File: src/rtl/cbrt_pkg.sv
// Shared definitions for the iterative integer cube-root block.
package cbrt_pkg;

   typedef enum logic [1:0] {
      S_IDLE,
      S_RUN,
      S_DONE
   } state_e;

   localparam int DEFAULT_WIDTH_IN  = 24;
   localparam int DEFAULT_WIDTH_OUT = DEFAULT_WIDTH_IN / 3;

endpackage

File: src/rtl/cbrt_step.sv
// One restoring digit step of the cube root: tries to append a 1 to the partial root y
// and subtracts the matching cube increment from the partial remainder x.
module cbrt_step #(
   parameter int WIDTH_IN  = 24,
   parameter int WIDTH_OUT = WIDTH_IN / 3,
   parameter int SW        = $clog2(WIDTH_IN)
) (
   input  logic [WIDTH_IN-1:0]  x_i,
   input  logic [WIDTH_OUT-1:0] y_i,
   input  logic [SW-1:0]        s_i,
   output logic [WIDTH_IN-1:0]  x_o,
   output logic [WIDTH_OUT-1:0] y_o
);

   localparam int WB = WIDTH_IN + 2;
   localparam int PW = 2 * WIDTH_OUT + 2;

   logic [WIDTH_OUT:0]    y2;
   logic [WIDTH_OUT:0]    y2p1;
   logic [PW-1:0]         prod;
   logic [WB-1:0]         b;
   logic [WB-1:0]         xs;
   logic [2*WIDTH_IN-1:0] bsh;
   logic                  take;

   // b = 3*y2*(y2+1) + 1 is the increase of (2y+1)^3 over (2y)^3; the compare runs
   // two bits wider than the operand so it never truncates.
   always_comb begin
      y2   = {y_i, 1'b0};
      y2p1 = y2 + (WIDTH_OUT + 1)'(1);
      prod = PW'(y2) * PW'(y2p1);
      b    = WB'(prod) + (WB'(prod) << 1) + WB'(1);
      xs   = WB'(x_i >> s_i);
      take = (xs >= b);
      bsh  = (2 * WIDTH_IN)'(b) << s_i;
      x_o  = take ? (x_i - WIDTH_IN'(bsh)) : x_i;
      y_o  = WIDTH_OUT'({y_i, take});
   end

endmodule

File: src/rtl/cube_root_iter.sv
// Iterative integer cube root: root = floor(cbrt(din)), rem = din - root^3,
// one result bit per cycle behind a start/busy/done handshake.
module cube_root_iter
   import cbrt_pkg::*;
#(
   parameter int WIDTH_IN = DEFAULT_WIDTH_IN
) (
   input  logic                    clk,
   input  logic                    rst,
   input  logic                    start,
   input  logic [WIDTH_IN-1:0]     din,
   output logic                    busy,
   output logic                    done,
   output logic [WIDTH_IN/3-1:0]   root,
   output logic [WIDTH_IN-1:0]     rem
);

   localparam int WIDTH_OUT = WIDTH_IN / 3;
   localparam int SW        = $clog2(WIDTH_IN);
   localparam int CW        = $clog2(WIDTH_OUT + 1);

   localparam logic [SW-1:0] S_INIT    = SW'(WIDTH_IN - 3);
   localparam logic [CW-1:0] CNT_LAST  = CW'(WIDTH_OUT);

   if (WIDTH_IN % 3 != 0) begin : g_bad_width
      $error("cube_root_iter: WIDTH_IN must be a multiple of 3");
   end

   state_e                 state_q;
   logic                   busy_q;
   logic                   done_q;
   logic [WIDTH_OUT-1:0]   root_q;
   logic [WIDTH_IN-1:0]    rem_q;
   logic [CW-1:0]          cnt_q;
   logic [WIDTH_IN-1:0]    x_q;
   logic [WIDTH_OUT-1:0]   y_q;
   logic [SW-1:0]          s_q;
   logic [WIDTH_IN-1:0]    x_d;
   logic [WIDTH_OUT-1:0]   y_d;

   cbrt_step #(
      .WIDTH_IN  (WIDTH_IN),
      .WIDTH_OUT (WIDTH_OUT),
      .SW        (SW)
   ) u_step (
      .x_i (x_q),
      .y_i (y_q),
      .s_i (s_q),
      .x_o (x_d),
      .y_o (y_d)
   );

   // After the last step the FSM spends one more RUN cycle publishing y/x to root/rem,
   // so the outputs never move mid-operation. DONE accepts a new start directly.
   always_ff @(posedge clk) begin
      if (rst) begin
         state_q <= S_IDLE;
         busy_q  <= 1'b0;
         done_q  <= 1'b0;
         root_q  <= '0;
         rem_q   <= '0;
         cnt_q   <= '0;
         x_q     <= '0;
         y_q     <= '0;
         s_q     <= '0;
      end else begin
         done_q <= 1'b0;
         case (state_q)
            S_IDLE, S_DONE: begin
               if (start) begin
                  x_q     <= din;
                  y_q     <= '0;
                  s_q     <= S_INIT;
                  cnt_q   <= '0;
                  busy_q  <= 1'b1;
                  state_q <= S_RUN;
               end else begin
                  state_q <= S_IDLE;
               end
            end
            S_RUN: begin
               if (cnt_q == CNT_LAST) begin
                  state_q <= S_DONE;
                  busy_q  <= 1'b0;
                  done_q  <= 1'b1;
                  root_q  <= y_q;
                  rem_q   <= x_q;
               end else begin
                  x_q   <= x_d;
                  y_q   <= y_d;
                  s_q   <= s_q - SW'(3);
                  cnt_q <= cnt_q + CW'(1);
               end
            end
            default: state_q <= S_IDLE;
         endcase
      end
   end

   assign busy = busy_q;
   assign done = done_q;
   assign root = root_q;
   assign rem  = rem_q;

endmodule

File: config.mk
export PLATFORM = sky130hd
export DESIGN_NAME = cube_root_iter
export DESIGN_NICKNAME = d
export VERILOG_FILES = /design/src/rtl/cbrt_pkg.sv /design/src/rtl/cbrt_step.sv /design/src/rtl/cube_root_iter.sv
export SDC_FILE = /design/constraint.sdc
export NUM_CORES = 1
export LEC_CHECK = 0
export CORE_UTILIZATION = 35
export CTS_CLUSTER_DIAMETER = 200
export DETAILED_ROUTE_END_ITERATION = 16
export PLACE_DENSITY_LB_ADDON = 0.12
export SYNTH_ARGS = -nofsm -noshare
export SYNTH_HDL_FRONTEND = slang
export SYNTH_SLANG_ARGS = --single-unit
File: constraint.sdc
create_clock -name clk -period 10.7 [get_ports clk]
set_input_delay 3.21 -clock clk [delete_from_list [all_inputs] [get_ports clk]]
set_output_delay 3.21 -clock clk [all_outputs]
set_load 0.01 [all_outputs]
# After elaboration in Yosys (flattened, before gate mapping)

Cells that the tools add are included.

Bits in registers: 77
Input port bits: 27
Output and inout bits: 34
Logic and storage cells: 55

$add $sub $neg: 6
Multipliers: 1
$lt $le $gt $ge: 1
Eq/ne operators: 7
Shift operators: 2
Mux-type cells: 20
Bitwise gates (word level): 1
Reductions and logical operators: 8

Operators by type and width:

| operator              | count |
|---|---|
| $mux 24               | 3 |
| $pmux 24 s2           | 1 |
| $add 26x1->26 const B | 1 |
| $ge 26x26->1          | 1 |
| $shl 26x5->24         | 1 |
| $shr 24x5->26         | 1 |
| $sub 24x24->24        | 1 |
| $add 18x19->20        | 1 |
| $mul 8x9->17          | 1 |
| $mux 8                | 2 |
| $pmux 8 s2            | 1 |
| $mux 5                | 2 |
| $pmux 5 s2            | 1 |
| $add 9x1->9 const B   | 1 |
| $mux 4                | 2 |
| $pmux 4 s2            | 1 |
| $ne 2x2->1 const B    | 3 |
| $reduce_and 3->1      | 2 |
| $sub 5x2->5 const B   | 1 |
| $add 4x1->4 const B   | 1 |
| $eq 4x4->1 const B    | 1 |
| $mux 1                | 4 |
| $pmux 2 s2            | 1 |
| $reduce_and 4->1      | 1 |
| other kinds (10)      | 11 |

# Depth between registers and ports, before layout

Gate-level depths: netlist of the first run.

Depth in word-level cells: 9
Mapped depth: 43
Depth with buffers taken out: 41

# Modules after synthesis

Synthesis of the first run repeated with hierarchy kept, for this count alone.

Cells, all modules: 1205
Area, all modules: 9705.6 um2

By module, submodules not included:

| module         | times used | cells an instance | area each (um2) |
|---|---|---|---|
| cbrt_step      | 1          | 901               | 6625.1 |
| cube_root_iter | 1          | 304               | 3080.5 |

# Worst setup path after synthesis of the first run

OpenSTA, ideal clock, no wires.

Path kind: register to register
From: register y_q[0]
To: register x_q[23]
Library setup time: 0.059 ns
Arrival time: 8.337 ns
Data required time: 10.641 ns
Slack: 2.304 ns
Cell stages (with the launch flop): 43
Path buffers: 1
Period minus slack after synthesis: 8.396 ns
Cells stage by stage: dfxtp_1 -> clkbuf_1 -> nand2_1 -> xnor2_1 -> ha_1 -> inv_1 -> fa_1 -> inv_1 -> fa_1 -> inv_1 -> fa_1 -> inv_1 -> ha_1 -> inv_1 -> o21bai_1 -> a21oi_1 -> o21bai_1 -> a21oi_1 -> (+7 left out) -> and3_1 -> a31oi_1 -> a221o_1 -> nor2_1 -> a21oi_1 -> mux2i_1 -> or2_2 -> ha_1 -> nand3_1 -> a2111oi_0 -> a21oi_1 -> nand3_1 -> nand2_1 -> o21a_1 -> or4_1 -> a2bb2oi_1 -> nand3_1 -> a31o_1

Cells in the longest elaborated chain, start to end: 9
Elaborated cells on any way between the ends: 12

RTL lines:

| item                   | line                 | text |
|---|---|---|
| start, declared        | cube_root_iter.sv:36 | `logic [WIDTH_OUT-1:0] y_q;` |
| start signal, assigned | cube_root_iter.sv:90 | `y_q <= y_d;` |
| $add 9x1->9            | cbrt_step.sv:30      | `y2p1 = y2 + (WIDTH_OUT + 1)'(1);` |
| $mul 8x9->17 *         | cbrt_step.sv:31      | `prod = PW'(y2) * PW'(y2p1);` |
| $add 18x19->20 *       | cbrt_step.sv:32      | `b = WB'(prod) + (WB'(prod) << 1) + WB'(1);` |
| $add 26x1->26 *        | cbrt_step.sv:32      |  |
| $shl 26x5->24          | cbrt_step.sv:35      | `bsh = (2 * WIDTH_IN)'(b) << s_i;` |
| $sub 24x24->24         | cbrt_step.sv:36      | `x_o = take ? (x_i - WIDTH_IN'(bsh)) : x_i;` |
| $mux 24                | cbrt_step.sv:36      |  |
| $mux 24                | cube_root_iter.sv:82 | `if (cnt_q == CNT_LAST) begin` |
| $pmux 24 s2            | cube_root_iter.sv:68 | `case (state_q)` |
| end signal, assigned   | cube_root_iter.sv:71 | `x_q <= din;` |
| end, declared          | cube_root_iter.sv:35 | `logic [WIDTH_IN-1:0] x_q;` |

Every way passes the cells marked *; elsewhere a longest branch is shown, timed or not. The select of a mux whose other input is x is not followed.
A chain may end at the register's enable or synchronous reset.

# Final worst setup path of the first run

From: register y_q[6]
To: register x_q[23]

The elaborated chain is that of the path after synthesis.

==> summary.md, run 1 <==
| Metric | Value |
|---|---|
| Clk root buf | `clkbuf_16` |
| ANT nets after route | `0` |
| DR vias/cell | `5.56` |
| Max stage delay on crit path | `0.70 ns` |
| Synthesis Warnings | `0` |
| Cts repair resizes | `0` |
| Initial detailed-routing violation count | `579` |
| Internal power | `753 uW` |
| WS Path Type | `register to register` |
| CTS tree | `done` |
| Ys flop type | `dfxtp_1` |
| Crit path buf inv count | `5` |
| Synth Area in Simple Gates | `0.212` |
| Fin. max-slew vios | `0` |
| RSZ-0062 raised after global routing | `false` |
| DIE AREA | `27,700 sq um` |
| WHS | `0.452 ns` |
| Syn_nets | `1,440` |
| Main combinational cell family by area after synthesis | `compound AO/OA/AOI/OAI gates` |
| Max Cap Violations | `0` |
| Skew-Pair Late Insertion Delay | `0.34 ns` |
| Largest net degree at the start of global routing | `74` |
| Mapped Avg Cell Area | `7.39 sq um` |
| Post-CTS Hold Buffers | `0` |
| Clk_skew | `0.00866 ns` |
| Remaining global-route overflow | `0` |
| P per Cell Area | `128 nW/um^2` |
| Net Switching | `595 uW` |
| Critical Path AT | `9.91 ns` |
| Postcts setup bufs | `0` |
| Post-synthesis xor/xnor area fraction | `0.0463` |
| Share of the synthesized area in the top cell type | `0.163` |
| Hold violation count in the final report | `0` |
| Num CTS Buffers | `9` |
| Final setup vio count | `0` |
| Placed Area | `10,300 sq um` |
| Area growth from synthesis to layout | `11.7%` |
| Total track usage | `0.214` |
| Slew margin rel. | `0.242` |
| CP endpoint kind | `register` |
| Sink Count | `77` |
| Hold_sp | `rem[8]` |
| Post-synthesis cell count | `1,281` |
| Fillers | `2,775` |
| IR drop worst, VDD | `0.0771 mV` |
| Post-synth top area cell | `dfxtp_1` |
| GPL Wtd Cong | `0.864` |
| CTS clock-pin slew for the worst setup and hold paths | `0.07 ns` |
| Most used cell, CP | `inv_1` |
| Initial core utilization | `0.360` |
| Vias post-DR | `9,059` |
| Gr busiest metal | `met2` |
| Post-Route WL | `29.5 mm` |
| Met2 usage in global routing | `0.367` |
| Setup TNS | `0 ns` |
| Critical path launch point | `y_q[6]` |
| FF+latch count, synth | `77` |
| Status | `finished clean` |
| Worst Path Max Fanout | `17` |
| Nets | `1,447` |
| WL/cell | `18.1 um` |
| Post-synth EDFFs | `0` |
| Worst Max-Slew Pin Slew | `1.13 ns` |
| DRC viols | `0` |
| CORE AREA | `26,300 sq um` |
| Synth area leaders | `dfxtp_1 16%, ha_1 14%, nand2_1 7.9%, a21oi_1 6.1%, fa_1 6.1%` |
| Crit path max-delay cell type | `dfxtp_1` |
| Layout cells sized above 1 | `0.0565` |
| DIE HEIGHT | `166 um` |
| Crit share post-route | `0.900` |
| Req. time, crit path | `10.98 ns` |
| Tmin final | `9.63 ns` |
| Top cell family by delay on the critical path | `adder cells` |
| Leak | `0.00448 uW` |
| I/O pins | `61` |
| Die Wd | `166 um` |
| Min-delay worst type | `register to register` |
| Sw Ratio | `0.441` |
| Gate power share | `0.518` |
| Synth unique cells | `68` |
| Row cnt | `59` |
| Grt met1 use | `0.282` |
| Worst R2R Start | `y_q[6]` |
| Synth Area in Compound Gates | `0.243` |
| Area share of fa/ha/maj cells after synthesis | `0.198` |
| Final Power | `1350 uW` |
| Port Buf Inserts | `60` |
| Max Fclk | `104 MHz` |
| Post-synthesis mux area share | `0.0751` |
| First-pass GRT wire length | `47.7 mm` |
| Mapped Area | `9460 sq um` |
| Vias in the first global route | `8,914` |
| Ys async rst share | `0` |
| HPWL Detailed | `23.1 mm` |
| Initial antenna violation count | `0` |
| H-tree depth | `3` |
| Antenna diode count | `0` |
| Sequential power share | `0.268` |
| Crit start category | `register` |
| Fin area | `10,600 sq um` |
| M3 GR Usage | `0.0242` |
| 1st-pass router iterations | `5` |
| Sequential fraction of the synthesis area | `0.163` |
| Clock buffer depth | `2` |
| Clk pwr share | `0.214` |
-- synthesized netlist by cell type, types with 7 or more instances --
master,n
xor2_1,14
o21a_1,9
nand2b_1,15
nand3_1,30
nand4_1,9
dfxtp_1,77
clkbuf_1,60
nor2_1,110
mux2i_1,35
mux2_2,12
a21oi_1,116
o22ai_1,10
mux4_2,10
o211ai_1,8
o21ai_0,65
ha_1,103
a311oi_1,15
xnor2_1,36
o21ai_1,7
nor3_1,30
a211oi_1,24
a21o_1,25
inv_1,77
buf_2,7
and2_1,26
a31oi_1,10
o21bai_1,8
fa_1,29
nand2_1,199
nor2b_1,10
a211o_1,7
-- power groups by stage --
stage	sequential, uW	combinational, uW	clock, uW
3_3_place_gp	368	689	0
2_1_floorplan	338	533	0
5_1_grt	364	780	311
4_1_cts	361	691	297
6_report	361	698	288
3_5_place_dp	367	685	0
-- path summary, 6_finish.rpt --
| check | cells after the start | to | slack [ns] |
|---|---|---|---|
| setup / recovery | 41 | x_q[23] | 1.07 |
| hold / removal | 2 | rem[8] | 0.45 |
| setup reg to reg | 41 | x_q[23] | 1.07 |
| hold reg to reg | 2 | rem[8] | 0.45 |
-- stage by stage --
| stage | instances | utilization | setup WS, ns |
|---|---|---|---|
| after floorplan | 1281 | - | 2.30 |
| after global placement | 1612 | 0.391 | 0.893 |
| after detailed placement | 1612 | 0.391 | 0.892 |
| after CTS | 1628 | 0.402 | 0.834 |
| after global routing | 1628 | 0.402 | 0.235 |
| final | 1628 | 0.402 | 1.07 |
-- state kept, by name (all words and copies together) (netlist names) --
register,count
y_q,8
state_q,2
x_q,24
cnt_q,4
done,1
s_q,5
rem,24
busy,1
root,8
-- logic make-up (layout without fill, tap and decap cells) --
| kind of cell | count (synthesis) | in the layout |
|---|---|---|
| muxes | 57 | 57 |
| xor gates and xnor gates | 50 | 50 |
| DFF | 77 | 77 |
| AOI/OAI and AO/OA | 356 | 356 |
| and+or+nand+nor | 455 | 455 |
| buffers and inverters | 154 | 166 |
| adders and majority gates | 132 | 132 |
-- layout by cell type (no fill, tap or decap), types with 6 or more instances in the layout --
| master | Yosys | final |
|---|---|---|
| a211o_1 | 7 | 7 |
| dfxtp_1 | 77 | 74 |
| xor2_1 | 14 | 14 |
| o21bai_1 | 8 | 8 |
| a31oi_1 | 10 | 10 |
| clkbuf_16 | 0 | 9 |
| a21o_1 | 25 | 25 |
| mux4_2 | 10 | 10 |
| nand4_1 | 9 | 9 |
| a311oi_1 | 15 | 15 |
| nor2_1 | 110 | 109 |
| mux2i_1 | 35 | 35 |
| a2111oi_0 | 6 | 6 |
| a21oi_1 | 116 | 116 |
| nand2b_1 | 15 | 15 |
| mux2_2 | 12 | 12 |
| o22ai_1 | 10 | 10 |
| inv_1 | 77 | 77 |
| nand2_1 | 199 | 199 |
| o211ai_1 | 8 | 8 |
| xnor2_1 | 36 | 36 |
| buf_4 | 1 | 10 |
| o21a_1 | 9 | 9 |
| nor2b_1 | 10 | 9 |
| and2_1 | 26 | 26 |
| o21ai_1 | 7 | 7 |
| clkdlybuf4s50_1 | 0 | 59 |
| or2_2 | 6 | 6 |
| a211oi_1 | 24 | 24 |
| ha_1 | 103 | 103 |
| fa_1 | 29 | 29 |
| nand3_1 | 30 | 30 |
| nor3_1 | 30 | 30 |
| o21ai_0 | 65 | 65 |
-- cell type report --
class,instances,area [sq um],area share
clock buffer,9,225,0.0213
inverter,80,304,0.0288
tap,335,419,0.0397
sequential,77,1550,0.146
multi-input combinational,1050,7350,0.696
clock inverter,7,50.0,0.00474
timing repair buffer,70,671,0.0635
-- routing by layer --
layer / routed length (um) / up-vias
met4: 721 / 0
met2: 14100 / 182
met1: 13800 / 4282
met3: 953 / 42
li1: - / 4553
met5: 0 / -
-- tightest hold or removal path: stages (launching register included) --
cell	delay (ns)
dfxtp_1	0.31
nand2_1	0.05
a21oi_1	0.05
No activity file was read; power rests on OpenSTA's default activity.
==> run 2, diff against run 1 <==
--- a/config.mk
+++ b/config.mk
@@ -5,6 +5,7 @@
 export SDC_FILE = /design/constraint.sdc
 export NUM_CORES = 1
 export LEC_CHECK = 0
+export CORE_MARGIN = 8
 export CORE_UTILIZATION = 35
 export CTS_CLUSTER_DIAMETER = 200
 export DETAILED_ROUTE_END_ITERATION = 16
==> summary.md, run 2 (same netlist as run 1, synthesis figures left out) <==
| Metric | Value |
|---|---|
| Placed Area | `10,300 sq um (+0.22%)` |
| Crit path max-delay cell type | `dfxtp_1` |
| Slew margin rel. | `0.196 (-0.0466)` |
| Most common cell after layout, fill and taps aside | `nand2_1` |
| Hold Path Sink | `rem[20]` |
| Die Wd | `180 um (+8.4%)` |
| Initial core utilization | `0.354 (-0.00600)` |
| Tmin final | `9.59 ns (-0.0361 ns)` |
| Sink Count | `77 (unchanged)` |
| Status | `finished clean` |
| Area growth from synthesis to layout | `12.3%` |
| HPWL Detailed | `23.7 mm (+2.6%)` |
| Nets | `1,449 (+0.14%)` |
| Multi-input logic area | `7350 sq um (unchanged)` |
| Setup TNS | `0 ns (unchanged)` |
| Worst Path Max Fanout | `14 (-3)` |
| DIE HEIGHT | `180 um (+8.4%)` |
| Register Area | `1550 sq um (unchanged)` |
| 1st-pass router iterations | `5 (unchanged)` |
| IR drop worst, VDD | `0.0779 mV (+1.0%)` |
| Hold Crit Depth | `2 (unchanged)` |
| Crit start category | `register` |
| DR vias/cell | `5.61 (+0.84%)` |
| Req. time, crit path | `10.93 ns (-0.05 ns)` |
| Final setup vio count | `0 (unchanged)` |
| Post-Route WL | `30.5 mm (+3.3%)` |
| CORE AREA | `26,700 sq um (+1.7%)` |
| Max stage delay on crit path | `0.64 ns (-0.06 ns)` |
| Hold violation count in the final report | `0 (unchanged)` |
| Non-Filler Instances | `1,636 (+0.49%)` |
| CTS tree | `done` |
| DRC viols | `0 (unchanged)` |
| Leak | `0.00450 uW (+0.52%)` |
| RSZ-0062 raised after global routing | `false` |
| DIE AREA | `32,500 sq um (+18%)` |
| Min-delay worst type | `register to register` |
| Row cnt | `60 (+1.7%)` |
| WHS | `0.452 ns (-0.000360 ns)` |
| Placed insts | `1,620 (+0.50%)` |
| Num CTS Buffers | `9 (unchanged)` |
| Fin area | `10,600 sq um (+0.53%)` |
| CTS clock-pin slew for the worst setup and hold paths | `0.06 ns (about the same)` |
| Fillers | `2,823 (+1.7%)` |
| Most used cell, CP | `ha_1` |
| First-pass GRT wire length | `48.9 mm (+2.5%)` |
| Largest net degree at the start of global routing | `74 (unchanged)` |
| Crit path buf inv count | `2 (-3)` |
| Initial detailed-routing violation count | `663 (+15%)` |
| I/O pins | `61 (unchanged)` |
| P per Cell Area | `131 nW/um^2 (+2.4%)` |
| WL/cell | `18.6 um (+2.8%)` |
| H-tree depth | `3 (unchanged)` |
| Clk root buf | `clkbuf_16` |
| Clock buffer depth | `2 (unchanged)` |
| Most frequent cells in the layout | `199 x nand2_1, 116 x a21oi_1, 109 x nor2_1, 103 x ha_1, 77 x inv_1` |
| Crit Reg-Reg Endpoint | `x_q[23]` |
| Postcts setup bufs | `0 (unchanged)` |
| Clk_skew | `0.00786 ns (-0.000801 ns)` |
| Worst Max-Slew Pin Slew | `1.20 ns (+0.0697 ns)` |
| Antenna diode count | `0 (unchanged)` |
| CP endpoint kind | `register` |
| Max Fclk | `104 MHz (+0.38%)` |
| WS Path Type | `register to register` |
| Total track usage | `0.184 (-0.0300)` |
| Layout cells sized above 1 | `0.0579 (+0.00146)` |
| Crit share post-route | `0.896 (-0.00337)` |
| ANT nets after route | `0 (unchanged)` |
| Initial antenna violation count | `0 (unchanged)` |
| GPL Wtd Cong | `0.913 (+5.6%)` |
| Remaining global-route overflow | `0 (unchanged)` |
| Fin. max-slew vios | `0 (unchanged)` |
| Critical Path AT | `9.82 ns (-0.09 ns)` |
| Hold_sp | `rem[20]` |
| Vias post-DR | `9,180 (+1.3%)` |
| Skew-Pair Late Insertion Delay | `0.34 ns (about the same)` |
| Top cell family by delay on the critical path | `compound AO/OA/AOI/OAI gates` |
| Max Cap Violations | `0 (unchanged)` |
| Worst R2R Start | `y_q[1]` |
| Final Util | `0.397 (-0.00459)` |
| Port Buf Inserts | `60 (unchanged)` |
| Vias in the first global route | `8,781 (-1.5%)` |
| R2R Setup Slk | `1.11 ns (+0.04 ns)` |
| R2R depth | `39 (-4.9%)` |
-- run 2: cell count changes in the layout (fill, tap and decap cells not counted) --
cell / delta
clkbuf_8: +1
clkinv_2: -2
bufinv_16: +1
buf_4: +2
-- run 2: worst max path at each step --
stage / depth (start not counted) / endpoint / slack, ns / startpoint
finish: 39 / x_q[23] / 1.11 / y_q[1]
detailed placement: 40 / x_q[23] / 1.00 / y_q[0]
global placement: 41 / x_q[23] / 1.18 / y_q[0]
floorplan: 42 / x_q[23] / 2.30 / y_q[0]
CTS: 40 / x_q[23] / 0.95 / y_q[0]
global route: 39 / x_q[23] / 0.29 / y_q[1]
-- run 2: worst min-delay path, stage by stage, from the launching register on --
cell	delay, ns
dfxtp_1	0.31
nand2_1	0.05
a21oi_1	0.05
-- run 2: area by class of cell --
cell class                      instances  share of cell area
Tap cell                              341              0.0402
Sequential cell                        77               0.145
Clock inverter                          6             0.00660
Timing Repair Buffer                   72              0.0645
Inverter                               80              0.0286
Multi-Input combinational cell       1050               0.692
Clock buffer                           10              0.0225
-- run 2: stage by stage --
step | setup slack, ns | total power [uW]
3_5_place_dp | 1.00 | 1060
6_report | 1.11 | 1390
3_3_place_gp | 1.18 | 1060
5_1_grt | 0.290 | 1490
2_1_floorplan | 2.30 | 871
4_1_cts | 0.952 | 1390
-- run 2: repair_timing --
action | CTS | global route
setup endpoints to repair | 0 | 1
gates resized for setup | 0 | 2
hold buffers | 0 | 0
-- run 2: where the power goes --
part           total, uW  switching, uW  internal [uW]
Combinational        707            422            285
Clock                319            130            189
Sequential           360           49.9            310
Total               1390            602            784
-- run 2: metal layers --
layer  wire (um)  GRT usage  up-vias
met5           0          0        -
met4         452     0.0400        0
met3        1020     0.0212       31
met2       15000      0.322      203
met1       14000      0.238     4386
li1            -          -     4560
==> run 3, diff against run 2 <==
==> constraint.sdc (replaced) <==
create_clock -name clk -period 7.8 [get_ports clk]
set_input_delay 2.34 -clock clk [delete_from_list [all_inputs] [get_ports clk]]
set_output_delay 2.34 -clock clk [all_outputs]
set_load 0.01 [all_outputs]
==> summary.md, run 3 (same netlist as run 1, synthesis figures left out) <==
| Metric | Value |
|---|---|
| Row cnt | `60 (unchanged)` |
| Non-Filler Instances | `1,849 (+13%)` |
| Max Cap Violations | `0 (unchanged)` |
| Area growth from synthesis to layout | `41.5%` |
| GPL Wtd Cong | `0.918 (+0.61%)` |
| Max stage delay on crit path | `0.53 ns (-0.11 ns)` |
| Final Util | `0.501 (+0.104)` |
| Tmin final | `8.06 ns (-1.53 ns)` |
| Worst Max-Slew Pin Slew | `1.16 ns (-0.0430 ns)` |
| Req. time, crit path | `8.07 ns (-2.86 ns)` |
| Initial core utilization | `0.354 (unchanged)` |
| Antenna diode count | `0 (unchanged)` |
| DRC viols | `0 (unchanged)` |
| ANT nets after route | `0 (unchanged)` |
| Worst Path Max Fanout | `5 (-9)` |
| Most frequent cells in the layout | `199 x buf_4, 191 x nand2_1, 102 x nor2_1, 97 x a21oi_1, 81 x ha_1` |
| Post-Route WL | `33.7 mm (+10%)` |
| Num CTS Buffers | `9 (unchanged)` |
| Nets | `1,662 (+15%)` |
| Clk root buf | `clkbuf_16` |
| RSZ-0062 raised after global routing | `true` |
| Initial antenna violation count | `0 (unchanged)` |
| IR drop worst, VDD | `0.129 mV (+66%)` |
| CORE AREA | `26,700 sq um (unchanged)` |
| HPWL Detailed | `25.5 mm (+7.8%)` |
| Crit share post-route | `1.03 (+0.137)` |
| CTS tree | `done` |
| Most common cell after layout, fill and taps aside | `buf_4` |
| Fin area | `13,400 sq um (+26%)` |
| Final setup vio count | `3 (+3)` |
| Critical Path AT | `8.33 ns (-1.49 ns)` |
| Clock buffer depth | `2 (unchanged)` |
| Layout cells sized above 1 | `0.294 (+0.236)` |
| Remaining global-route overflow | `0 (unchanged)` |
| WL/cell | `18.2 um (-2.3%)` |
| Min-delay worst type | `register to register` |
| P per Cell Area | `170 nW/um^2 (+30%)` |
| DIE HEIGHT | `180 um (unchanged)` |
| CTS clock-pin slew for the worst setup and hold paths | `0.06 ns (about the same)` |
| Pre-CTS setup slack | `-0.726 ns (-1.73 ns)` |
| DIE AREA | `32,500 sq um (unchanged)` |
| Leak | `0.00586 uW (+30%)` |
| Slew margin rel. | `0.225 (+0.0287)` |
| Largest net degree at the start of global routing | `74 (unchanged)` |
| Vias in the first global route | `9,711 (+11%)` |
| Crit start category | `register` |
| Vias post-DR | `10,097 (+10%)` |
| DR vias/cell | `5.46 (-2.7%)` |
| Port Buf Inserts | `60 (unchanged)` |
| Status | `finished with violations` |
| Placed Area | `11,700 sq um (+14%)` |
| Clk_skew | `0.0106 ns (+0.00274 ns)` |
| Total track usage | `0.193 (+0.00865)` |
| Hold violation count in the final report | `0 (unchanged)` |
| 1st-pass router iterations | `5 (unchanged)` |
| Fin. max-slew vios | `0 (unchanged)` |
| Sink Count | `77 (unchanged)` |
| Failing checks | `negative setup slack` |
| I/O pins | `61 (unchanged)` |
| WS Path Type | `register to register` |
| Crit path max-delay cell type | `fa_1` |
| Skew-Pair Late Insertion Delay | `0.33 ns (about the same)` |
| Max Fclk | `124 MHz (+19%)` |
| Fillers | `2,592 (-8.2%)` |
| Initial detailed-routing violation count | `702 (+5.9%)` |
| Min setup slack post-route | `-0.259 ns (-1.37 ns)` |
| H-tree depth | `3 (unchanged)` |
| Placed insts | `1,788 (+10%)` |
| CP endpoint kind | `register` |
| First-pass GRT wire length | `51.8 mm (+5.8%)` |
| Die Wd | `180 um (unchanged)` |
[run 3: changes by cell type in the layout (fill, tap and decap cells not counted), moves of 8 or more]
| cell | delta |
|---|---|
| inv_1 | -11 |
| buf_4 | +187 |
| inv_2 | +10 |
| buf_6 | +22 |
| a21oi_1 | -19 |
| o21ai_0 | -17 |
| a21oi_2 | +17 |
| ha_4 | +21 |
| o21ai_2 | +12 |
| xnor2_1 | -14 |
| xnor2_2 | +13 |
| nand2_1 | -8 |
| ha_1 | -22 |
[run 3: path summary, 6_finish.rpt]
kind	from	end	slack, ns	cells past startpoint
max	y_q[1]	x_q[23]	-0.26	38
min	rem[3]	rem[3]	0.45	2
min reg2reg	rem[3]	rem[3]	0.45	2
max reg2reg	y_q[1]	x_q[23]	-0.26	38
[run 3: what timing repair did]
| action | in CTS | in global routing |
|---|---|---|
| gates cloned | 0 | 4 |
| hold buffers | 0 | 0 |
| resized for setup | 81 | 130 |
| pin swaps | 57 | 77 |
| endpoints found under the setup margin | 25 | 25 |
| buffers inserted | 17 | 26 |
[run 3: routing by layer]
layer / up-vias / global-route usage / part of all wire
met3: 54 / 0.0256 / 0.039
li1: 4992 / - / -
met5: - / 0 / 0
met1: 4798 / 0.239 / 0.43
met2: 253 / 0.341 / 0.50
met4: 0 / 0.0589 / 0.029
[run 3: through the flow]
step	power [uW]	hold slack [ns]	TNS, ns
after global placement	1600	0.445	-3.36
after detailed placement	1600	0.446	-4.77
after global routing	2420	0.469	-3.36
after CTS	2040	0.454	-0.594
after floorplan	1210	0.455	0
final	2280	0.451	-0.761
[run 3: layout make-up]
class / instances / area (sq um) / share of cell area
clock inverter: 6 / 47.5 / 0.00355
tap: 341 / 427 / 0.0319
multi-input combinational: 1050 / 8390 / 0.627
inverter: 80 / 304 / 0.0227
sequential: 77 / 1570 / 0.117
clock buffer: 10 / 229 / 0.0171
timing repair buffer: 285 / 2420 / 0.181
[run 3: worst max-delay path, delay by kind of cell (launching register included)]
kind                       cells  cell delay, ns
buffers and inverters          5            0.53
DFF                            1            0.35
muxes                          1            0.08
xor gates and xnor gates       1            0.17
adders and majority gates      7            2.81
and+or+nand+nor               15            2.55
AOI/OAI and AO/OA              9            1.49
[run 3: power breakdown]
part           switching (uW)  internal [uW]  total, uW
clock network             171            218        389
registers                79.1            424        503
logic                     723            660       1380
